File: src/rtl/uart_cmd_bridge.sv
// uart_cmd_bridge: executes 32-bit commands popped from a UART RX FIFO as single
// read/write transfers on a req/ack memory bus, and pushes status and read-data
// words back into the UART TX FIFO.
//
// Ports:
//   clk, reset                  clock (rising edge), asynchronous active-high reset
//   r_data, rx_empty, rd_uart   RX FIFO head word (show-ahead), empty flag, pop pulse
//   w_data, tx_full, wr_uart    TX FIFO push word, full flag, push pulse
//   mem_req/we/addr/wdata       bus request and its stable payload
//   mem_rdata, mem_ack          bus read data and completion
//   busy                        high whenever a command is in progress
//   err_cnt                     saturating count of error responses
//
// Header word: [31:24] opcode (01 write, 02 read), [23:0] address.
// Status word: {8'hAC, code, hdr[15:0]}; code 00 ok, 01 bad opcode, 02 bus timeout.
module uart_cmd_bridge #(
  parameter int unsigned AW     = 16,
  parameter int unsigned TO_CYC = 256,
  parameter int unsigned TO_BIT = 9
) (
  input  logic          clk,
  input  logic          reset,
  input  logic [31:0]   r_data,
  input  logic          rx_empty,
  output logic          rd_uart,
  output logic [31:0]   w_data,
  output logic          wr_uart,
  input  logic          tx_full,
  output logic          mem_req,
  output logic          mem_we,
  output logic [AW-1:0] mem_addr,
  output logic [31:0]   mem_wdata,
  input  logic [31:0]   mem_rdata,
  input  logic          mem_ack,
  output logic          busy,
  output logic [7:0]    err_cnt
);

  localparam logic [2:0] S_IDLE  = 3'd0;
  localparam logic [2:0] S_WDATA = 3'd1;
  localparam logic [2:0] S_BUS   = 3'd2;
  localparam logic [2:0] S_RSTAT = 3'd3;
  localparam logic [2:0] S_RDATA = 3'd4;

  localparam logic [7:0] OP_WRITE   = 8'h01;
  localparam logic [7:0] OP_READ    = 8'h02;
  localparam logic [7:0] CODE_OK    = 8'h00;
  localparam logic [7:0] CODE_BADOP = 8'h01;
  localparam logic [7:0] CODE_TO    = 8'h02;
  localparam logic [7:0] STAT_TAG   = 8'hAC;

  localparam logic [TO_BIT-1:0] TO_LAST = TO_BIT'(TO_CYC - 1);

  logic [2:0]        state_q, state_d;
  logic [7:0]        op_q, op_d;
  logic [23:0]       addr_q, addr_d;
  logic [7:0]        code_q, code_d;
  logic [31:0]       rdata_q, rdata_d;
  logic [TO_BIT-1:0] cnt_q, cnt_d;
  logic [31:0]       wdata_d;
  logic              we_d;
  logic [31:0]       w_data_d;
  logic [7:0]        err_d;

  // Next-state, latched-field updates and the FIFO handshake strobes
  always_comb begin
    state_d  = state_q;
    op_d     = op_q;
    addr_d   = addr_q;
    code_d   = code_q;
    rdata_d  = rdata_q;
    cnt_d    = '0;
    wdata_d  = mem_wdata;
    we_d     = mem_we;
    err_d    = err_cnt;
    w_data_d = w_data;
    rd_uart  = 1'b0;
    wr_uart  = 1'b0;

    case (state_q)
      S_IDLE: begin
        rd_uart = ~rx_empty;
        if (!rx_empty) begin
          op_d   = r_data[31:24];
          addr_d = r_data[23:0];
          if (r_data[31:24] == OP_WRITE) begin
            state_d = S_WDATA;
          end else if (r_data[31:24] == OP_READ) begin
            we_d    = 1'b0;
            state_d = S_BUS;
          end else begin
            code_d  = CODE_BADOP;
            state_d = S_RSTAT;
          end
        end
      end
      S_WDATA: begin
        rd_uart = ~rx_empty;
        if (!rx_empty) begin
          wdata_d = r_data;
          we_d    = 1'b1;
          state_d = S_BUS;
        end
      end
      S_BUS: begin
        cnt_d = cnt_q + TO_BIT'(1);
        // ack takes priority over a timeout landing in the same cycle
        if (mem_ack) begin
          rdata_d = mem_rdata;
          code_d  = CODE_OK;
          state_d = S_RSTAT;
        end else if (cnt_q == TO_LAST) begin
          code_d  = CODE_TO;
          state_d = S_RSTAT;
        end
      end
      S_RSTAT: begin
        wr_uart = ~tx_full;
        if (!tx_full) begin
          if (op_q == OP_READ && code_q == CODE_OK) begin
            state_d = S_RDATA;
          end else begin
            state_d = S_IDLE;
          end
          if (code_q != CODE_OK && err_cnt != 8'hFF) begin
            err_d = err_cnt + 8'd1;
          end
        end
      end
      S_RDATA: begin
        wr_uart = ~tx_full;
        if (!tx_full) begin
          state_d = S_IDLE;
        end
      end
      default: begin
        state_d = S_IDLE;
      end
    endcase

    // TX word is prepared one cycle ahead so it is a register while the push is pending
    if (state_d == S_RSTAT) begin
      w_data_d = {STAT_TAG, code_d, addr_d[15:0]};
    end else if (state_d == S_RDATA) begin
      w_data_d = rdata_d;
    end

    // strobes are combinational, so force them low during reset
    if (reset) begin
      rd_uart = 1'b0;
      wr_uart = 1'b0;
    end
  end

  // State and registered outputs
  always_ff @(posedge clk or posedge reset) begin
    if (reset) begin
      state_q   <= S_IDLE;
      op_q      <= '0;
      addr_q    <= '0;
      code_q    <= '0;
      rdata_q   <= '0;
      cnt_q     <= '0;
      mem_req   <= 1'b0;
      mem_we    <= 1'b0;
      mem_addr  <= '0;
      mem_wdata <= '0;
      w_data    <= '0;
      busy      <= 1'b0;
      err_cnt   <= '0;
    end else begin
      state_q   <= state_d;
      op_q      <= op_d;
      addr_q    <= addr_d;
      code_q    <= code_d;
      rdata_q   <= rdata_d;
      cnt_q     <= cnt_d;
      mem_req   <= (state_d == S_BUS);
      mem_we    <= we_d;
      mem_addr  <= addr_d[AW-1:0];
      mem_wdata <= wdata_d;
      w_data    <= w_data_d;
      busy      <= (state_d != S_IDLE);
      err_cnt   <= err_d;
    end
  end

endmodule

File: config.mk
export PLATFORM = sky130hd
export DESIGN_NAME = uart_cmd_bridge
export DESIGN_NICKNAME = d
export VERILOG_FILES = /design/src/rtl/uart_cmd_bridge.sv
export SDC_FILE = /design/constraint.sdc
export NUM_CORES = 1
export LEC_CHECK = 0
export ABC_CLOCK_PERIOD_IN_PS = 12000
export BUFFER_PORTS_ARGS = -buffer_cell sky130_fd_sc_hd__buf_2
export CORE_MARGIN = 2
export CORE_UTILIZATION = 30
export CTS_CLUSTER_DIAMETER = 60
export DETAILED_ROUTE_END_ITERATION = 8
export PLACE_DENSITY = 0.51
export RECOVER_POWER = 100
export SETUP_SLACK_MARGIN = 0.3
export SLEW_MARGIN = 10
export SYNTH_ARGS = -nofsm -noshare
export SYNTH_HDL_FRONTEND = slang
export SYNTH_SLANG_ARGS = --single-unit
File: constraint.sdc
create_clock -name clk -period 12 [get_ports clk]
set_input_delay 3.6 -clock clk [delete_from_list [all_inputs] [get_ports clk]]
set_output_delay 3.6 -clock clk [all_outputs]
set_load 0.005 [all_outputs]
==> results of run 1 <==
cell usage in the layout (no fill, tap or decap), types with 8 or more instances in the layout:
master / netlist / layout
o2bb2ai_1: 17 / 17
dfrtp_1: 151 / 151
clkbuf_1: 9 / 73
clkbuf_16: 0 / 17
buf_2: 10 / 94
nor2b_1: 23 / 23
mux2_2: 89 / 51
o21ai_0: 14 / 16
nand2_1: 13 / 13
nor2_1: 20 / 21
mux2_1: 0 / 38
xnor2_1: 8 / 8
power groups by stage:
stage / Sequential [uW] / Combinational, uW / Clock, uW
floorplan: 806 / 382 / 0
global placement: 799 / 608 / 0
finish: 800 / 567 / 517
CTS: 800 / 625 / 537
detailed placement: 808 / 623 / 0
global route: 826 / 632 / 559
final timing paths:
check,cells past startpoint,start,slack (ns),endpoint
max in group asynchronous,3,reset,5.69,op_q[6]
hold / removal,1,cnt_q[0],0.46,cnt_q[0]
hold reg to reg,1,cnt_q[0],0.46,cnt_q[0]
setup reg to reg,5,state_q[2],7.51,w_data[20]
setup / recovery,3,rx_empty,4.33,rd_uart
min in group asynchronous,2,reset,4.24,mem_wdata[20]
sequential cells by signal (all words and copies together), names as in the netlist:
name	cells
w_data	32
mem_wdata	32
rdata_q	32
err_cnt	8
mem_we	1
mem_req	1
cnt_q	9
addr_q	16
op_q	8
code_q	8
state_q	3
busy	1
metal layers:
metal | global-route usage [%] | up-vias | share of wire (%)
met5 | 0 | - | 0
met4 | 5.24 | 0 | 1.9
met3 | 3.92 | 20 | 4.8
met2 | 23.3 | 117 | 50
met1 | 17.6 | 2124 | 44
li1 | - | 1963 | -
cell type report:
cell class                      count  share of cell area, %
Sequential cell                   151                   49.0
Multi-Input combinational cell    280                   29.3
Timing Repair Buffer              165                   9.66
Clock buffer                       22                   5.76
Tap cell                          270                   4.38
Clock inverter                     10                   1.59
Inverter                            6                  0.308
logic make-up (layout without fill, tap and decap cells):
kind of cell / after synthesis / in the layout / synth area share (%)
compound gates: 63 / 63 / 7.40
mux: 95 / 95 / 17.2
flops: 151 / 151 / 61.1
fa+ha+maj: 3 / 3 / 0.607
xor+xnor: 11 / 11 / 1.56
simple gates: 108 / 108 / 9.73
buf+inv: 31 / 203 / 2.45
worst register-to-register path, stage by stage, from the launching register on:
cell	delay, ns
dfrtp_1	0.47
or3b_1	0.60
nor2_1	2.37
mux2_2	0.50
nand2b_1	0.14
a32o_1	0.29
per-stage QoR:
| step | total power [uW] | setup slack, ns | hold slack [ns] |
|---|---|---|---|
| after CTS | 1960 | 4.34 | 0.461 |
| after global placement | 1410 | 4.36 | 0.439 |
| after detailed placement | 1430 | 4.34 | 0.453 |
| final | 1880 | 4.33 | 0.460 |
| after global routing | 2020 | 4.28 | 0.488 |
| after floorplan | 1190 | 4.34 | 0.425 |
==> metrics.cfg, run 1 <==
[outcome]
outcome = complete, but fails checks
violations = capacitance limit, slew limit

[pwr]
internal-power_uw = 1280
ir_drop_v = 0.0000951
cellPowerDensity_nw_per_um2 = 244
leakagePower_uw = 0.00334
combPwrFrac_pct = 30.1
p_sw_uw = 604
pwr-share-seq_pct = 42.5
pwr-share-clk_pct = 27.4
swShare_pct = 32.1

[sta]
final_hold_viol_count = 0
fmax_ghz = 0.130
slew_viol_final = 235
period_needed_ns = 7.67
setup_tns_ns = 0
tightest_slew_ns = 3.56
period_share_pct = 63.9
grt_setup_unrepaired = false
slew_headroom_pct = -139
fin_worst_skew_ns = 0.00905
setup_violations = 0

[floorplanning]
fp.dieH_um = 148
die_area_um2 = 21800
num_rows = 52
fp.dieW_um = 148
core_area_um2 = 20200
initial_utilization_pct = 30.6
io_pins = 162

[critical_path]
slowest_delay_ns = 0.22
crit_arrival_ns = 4.07
worstSetupPathType = in -> out
cpMostUsedCell = clkbuf_1
critPathTopFamily = buffers and inverters
cp.required_ns = 8.40
critPathCaptureType = output pin
path_buf_inv = 2
cpMaxStageDelayCell = nor3_1
crit_fanout = 5
cp-start-kind = input port
crit_chain = clkbuf_1 -> nor3_1 -> clkbuf_1

[grt]
grt_pass1_wl_um = 24000
overflow = 0
antenna_found_initial = 0
grt_max_degree = 81
grt_use_total_pct = 14.1
grt_pass1_vias = 4484

[placement]
placed_cells = 872
port_buffers = 161
gp_congestion = 0.718
placed_area_um2 = 7250
hpwl_um = 10100

[yosys]
ys_top_cells_by_count = dfrtp_1 (151), mux2_2 (89), nor2b_1 (23)
synth.area.top_cells = dfrtp_1 (61%), mux2_2 (16%), o2bb2ai_1 (2.4%)
yosysWarnings = 0
avgSynthCellArea_um2 = 13.4
yosysTopAreaCellShare_pct = 61.1
synth-async-reset-ratio_pct = 100
synth-edff-count = 0
syn_area_um2 = 6190
synth_flop_cell = dfrtp_1
netlist_instances = 462
yosysUniqueCellTypes = 44
yosysMostFrequentCell = dfrtp_1
ys_seq_elements = 151
ys_seq_area_share_pct = 61.1
netlist.top_cell.by_area = dfrtp_1
syn_nets = 534

[clock_network]
clockRootBuffer = clkbuf_16
postCtsHoldBufs = 0
cts_made_buffers = 17
clock-sinks = 151
insertion_delay_ns = 0.42
cts_tree = yes
cts_max_level = 4
postCtsResizedCells = 0
post_cts_buffers = 0
clockBufferDepth = 2
clk_pin_slew_ns = 0.06

[finish]
nFillCells = 2014
final_cells = 904
final_area_um2 = 7710
utilization_pct = 38.1
layout-drive-gt1-share_pct = 28.4
ff_latch_area_um2 = 3780
num-nets-final = 693
n_antenna_cell = 0
multiInputGateArea_um2 = 2260
syn2layout_area_growth_pct = 24.6

[routing]
drc = 0
wl_per_cell_um = 16.4
routed_wl_um = 14900
dr.pass1.iters = 4
vias_per_cell = 4.67
dr.first_iter.drc_count = 150
ant_nets = 0
num_vias = 4224

[hold_path]
min_path_type = reg -> reg

[job]
max_cap_viol_count = 5

Power figures use the tool's default switching activity.
==> inputs of run 2 (changes only) <==
ABC_AREA = 1   (was not set)
ABC_CLOCK_PERIOD_IN_PS = 6450   (was 12000)
PLACE_DENSITY = 0.53   (was 0.51)
clock period = 6.45 ns   (was 12 ns; I/O delays follow)
==> metrics.cfg, run 2 <==
[floorplanning]
fp.dieH_um = 151  ; +2.2%
core_area_um2 = 21100  ; +4.2%
die_area_um2 = 22700  ; +4.4%
num_rows = 53  ; +1.9%
io_pins = 162  ; unchanged
fp.dieW_um = 151  ; +2.2%
initial_utilization_pct = 30.7  ; +0.080 points

[critical_path]
critPathCaptureType = output pin
crit_fanout = 47  ; +42
cp-start-kind = input port
crit_arrival_ns = 3.36  ; -0.71 ns
worstSetupPathType = in -> out
cp.required_ns = 4.51  ; -3.89 ns

[finish]
num-nets-final = 971  ; +40%
layout_common_cells = nand2_1 (266), dfrtp_1 (151), buf_2 (91), inv_1 (87), clkbuf_1 (75)
n_antenna_cell = 0  ; unchanged
layout-drive-gt1-share_pct = 14.5  ; -14 points
reg_top3 = mem_wdata: 32 flops, rdata_q: 32 flops, w_data: 32 flops
syn2layout_area_growth_pct = 21.3
mostFrequentLayoutCell = nand2_1

[placement]
hpwl_um = 11700  ; +16%
gp_congestion = 0.762  ; +6.1%
port_buffers = 161  ; unchanged

[yosys]
avgSynthCellArea_um2 = 8.66  ; -35%
ys_top_cells_by_count = nand2_1 (263), dfrtp_1 (151), inv_1 (85)
synth-edff-count = 0  ; unchanged
ys_seq_elements = 151  ; unchanged
synth_flop_cell = dfrtp_1
yosysTopAreaCellShare_pct = 58.5  ; -2.6 points
netlist_instances = 746  ; +61%
yosysMostFrequentCell = nand2_1
netlist.top_cell.by_area = dfrtp_1
ys_seq_area_share_pct = 58.5  ; -2.6 points
synth.area.top_cells = dfrtp_1 (58%), nand2_1 (15%), nand3_1 (5.0%)
syn_nets = 818  ; +53%
yosysUniqueCellTypes = 34  ; -23%
syn_area_um2 = 6460  ; +4.5%
synth-async-reset-ratio_pct = 100  ; unchanged
yosysWarnings = 0  ; unchanged

[clock_network]
insertion_delay_ns = 0.43  ; about the same
clockRootBuffer = clkbuf_16
clockBufferDepth = 2  ; unchanged
postCtsResizedCells = 0  ; unchanged
postCtsHoldBufs = 0  ; unchanged
cts_max_level = 4  ; unchanged
clk_pin_slew_ns = 0.06  ; about the same
cts_tree = yes
clock-sinks = 151  ; unchanged
post_cts_buffers = 0  ; unchanged
cts_made_buffers = 17  ; unchanged

[job]
max_cap_viol_count = 3  ; -2

[grt]
grt_pass1_wl_um = 26800  ; +12%
antenna_found_initial = 0  ; unchanged
grt_max_degree = 64  ; -21%
overflow = 0  ; unchanged
grt_use_total_pct = 15.5  ; +1.4 points
grt_pass1_vias = 5062  ; +13%

[sta]
slew_headroom_pct = -91.6  ; +47 points
setup_violations = 0  ; unchanged
final_hold_viol_count = 0  ; unchanged
period_needed_ns = 5.30
period_share_pct = 82.1
fin_worst_skew_ns = 0.0195  ; +0.0104 ns
tightest_slew_ns = 2.86  ; -0.702 ns
slew_viol_final = 154  ; -34%
setup_tns_ns = 0  ; unchanged
fmax_ghz = 0.189
grt_setup_unrepaired = false

[pwr]
ir_drop_v = 0.000179  ; +88%
total_power_uw = 3740  ; +98%
cellPowerDensity_nw_per_um2 = 477  ; +95%
leakagePower_uw = 0.00411  ; +23%

[routing]
dr.pass1.iters = 4  ; unchanged
routed_wl_um = 16700  ; +13%
dr.first_iter.drc_count = 265  ; +77%
vias_per_cell = 4.41  ; -5.6%
num_vias = 5238  ; +24%
drc = 0  ; unchanged
wl_per_cell_um = 14.1  ; -14%
ant_nets = 0  ; unchanged

[outcome]
violations = capacitance limit, slew limit
outcome = complete, but fails checks

[hold_path]
min_path_type = reg -> reg

run 2: cell count changes in the layout (fill, tap and decap cells not counted), moves of 15 or more:
cell / delta
inv_1: +82
mux2_1: -38
mux2_2: -51
nand2_1: +253
nand3_1: +59
nor2_1: +15
nor2b_1: -23
o21ai_0: +43
o2bb2ai_1: -17
run 2: area by class of cell:
class	instances	area, um^2
Fill cell	2269	13200
Sequential cell	151	3780
Multi-Input combinational cell	473	2090
Timing Repair Buffer	164	734
Clock buffer	21	440
Inverter	92	348
Tap cell	275	344
Clock inverter	11	101
run 2: cells by family after synthesis:
kind of cell | count (synthesis) | synth area share [%]
and+or+nand+nor | 382 | 25.3
xor gates and xnor gates | 7 | 0.949
AOI/OAI and AO/OA | 81 | 6.54
buffers and inverters | 122 | 8.21
DFF | 151 | 58.5
adders and majority gates | 3 | 0.581
run 2: stage by stage:
stage	worst slack, ns	instance area (um^2)	hold slack (ns)	std cells	util [%]
global placement	1.60	7470	0.453	1155	35.4
CTS	1.58	8010	0.463	1187	38.0
floorplan	0.450	6460	0.433	746	-
finish	1.15	7840	0.460	1187	37.2
global route	0.796	7840	0.487	1187	37.2
detailed placement	1.59	7470	0.455	1155	35.4
run 2: worst paths after layout:
kind                            start    endpoint  slack (ns)  cells after the start
max                          rx_empty     rd_uart        1.15                      5
max in group asynchronous       reset  addr_q[15]        1.79                      3
max reg2reg                state_q[2]  w_data[22]        2.01                      9
min                          cnt_q[0]    cnt_q[0]        0.46                      1
min in group asynchronous       reset      mem_we        2.37                      2
min reg2reg                  cnt_q[0]    cnt_q[0]        0.46                      1
run 2: critical path, cell delays in order:
cell and delay (ns):
clkbuf_1 0.12, nor2_1 0.11, inv_1 0.89, a21oi_1 0.13, clkbuf_1 0.17
run 2: report_power, final:
| group | internal [uW] | switching (uW) |
|---|---|---|
| Clock | 530 | 403 |
| Combinational | 435 | 850 |
| Sequential | 1330 | 191 |
run 2: layer usage:
layer	global-route usage [%]	vias to the layer above	share of wire [%]
met5	0	-	0
met4	5.42	0	1.8
met3	6.11	21	7.8
met2	23.4	139	44
met1	20.4	2454	46
li1	-	2624	-
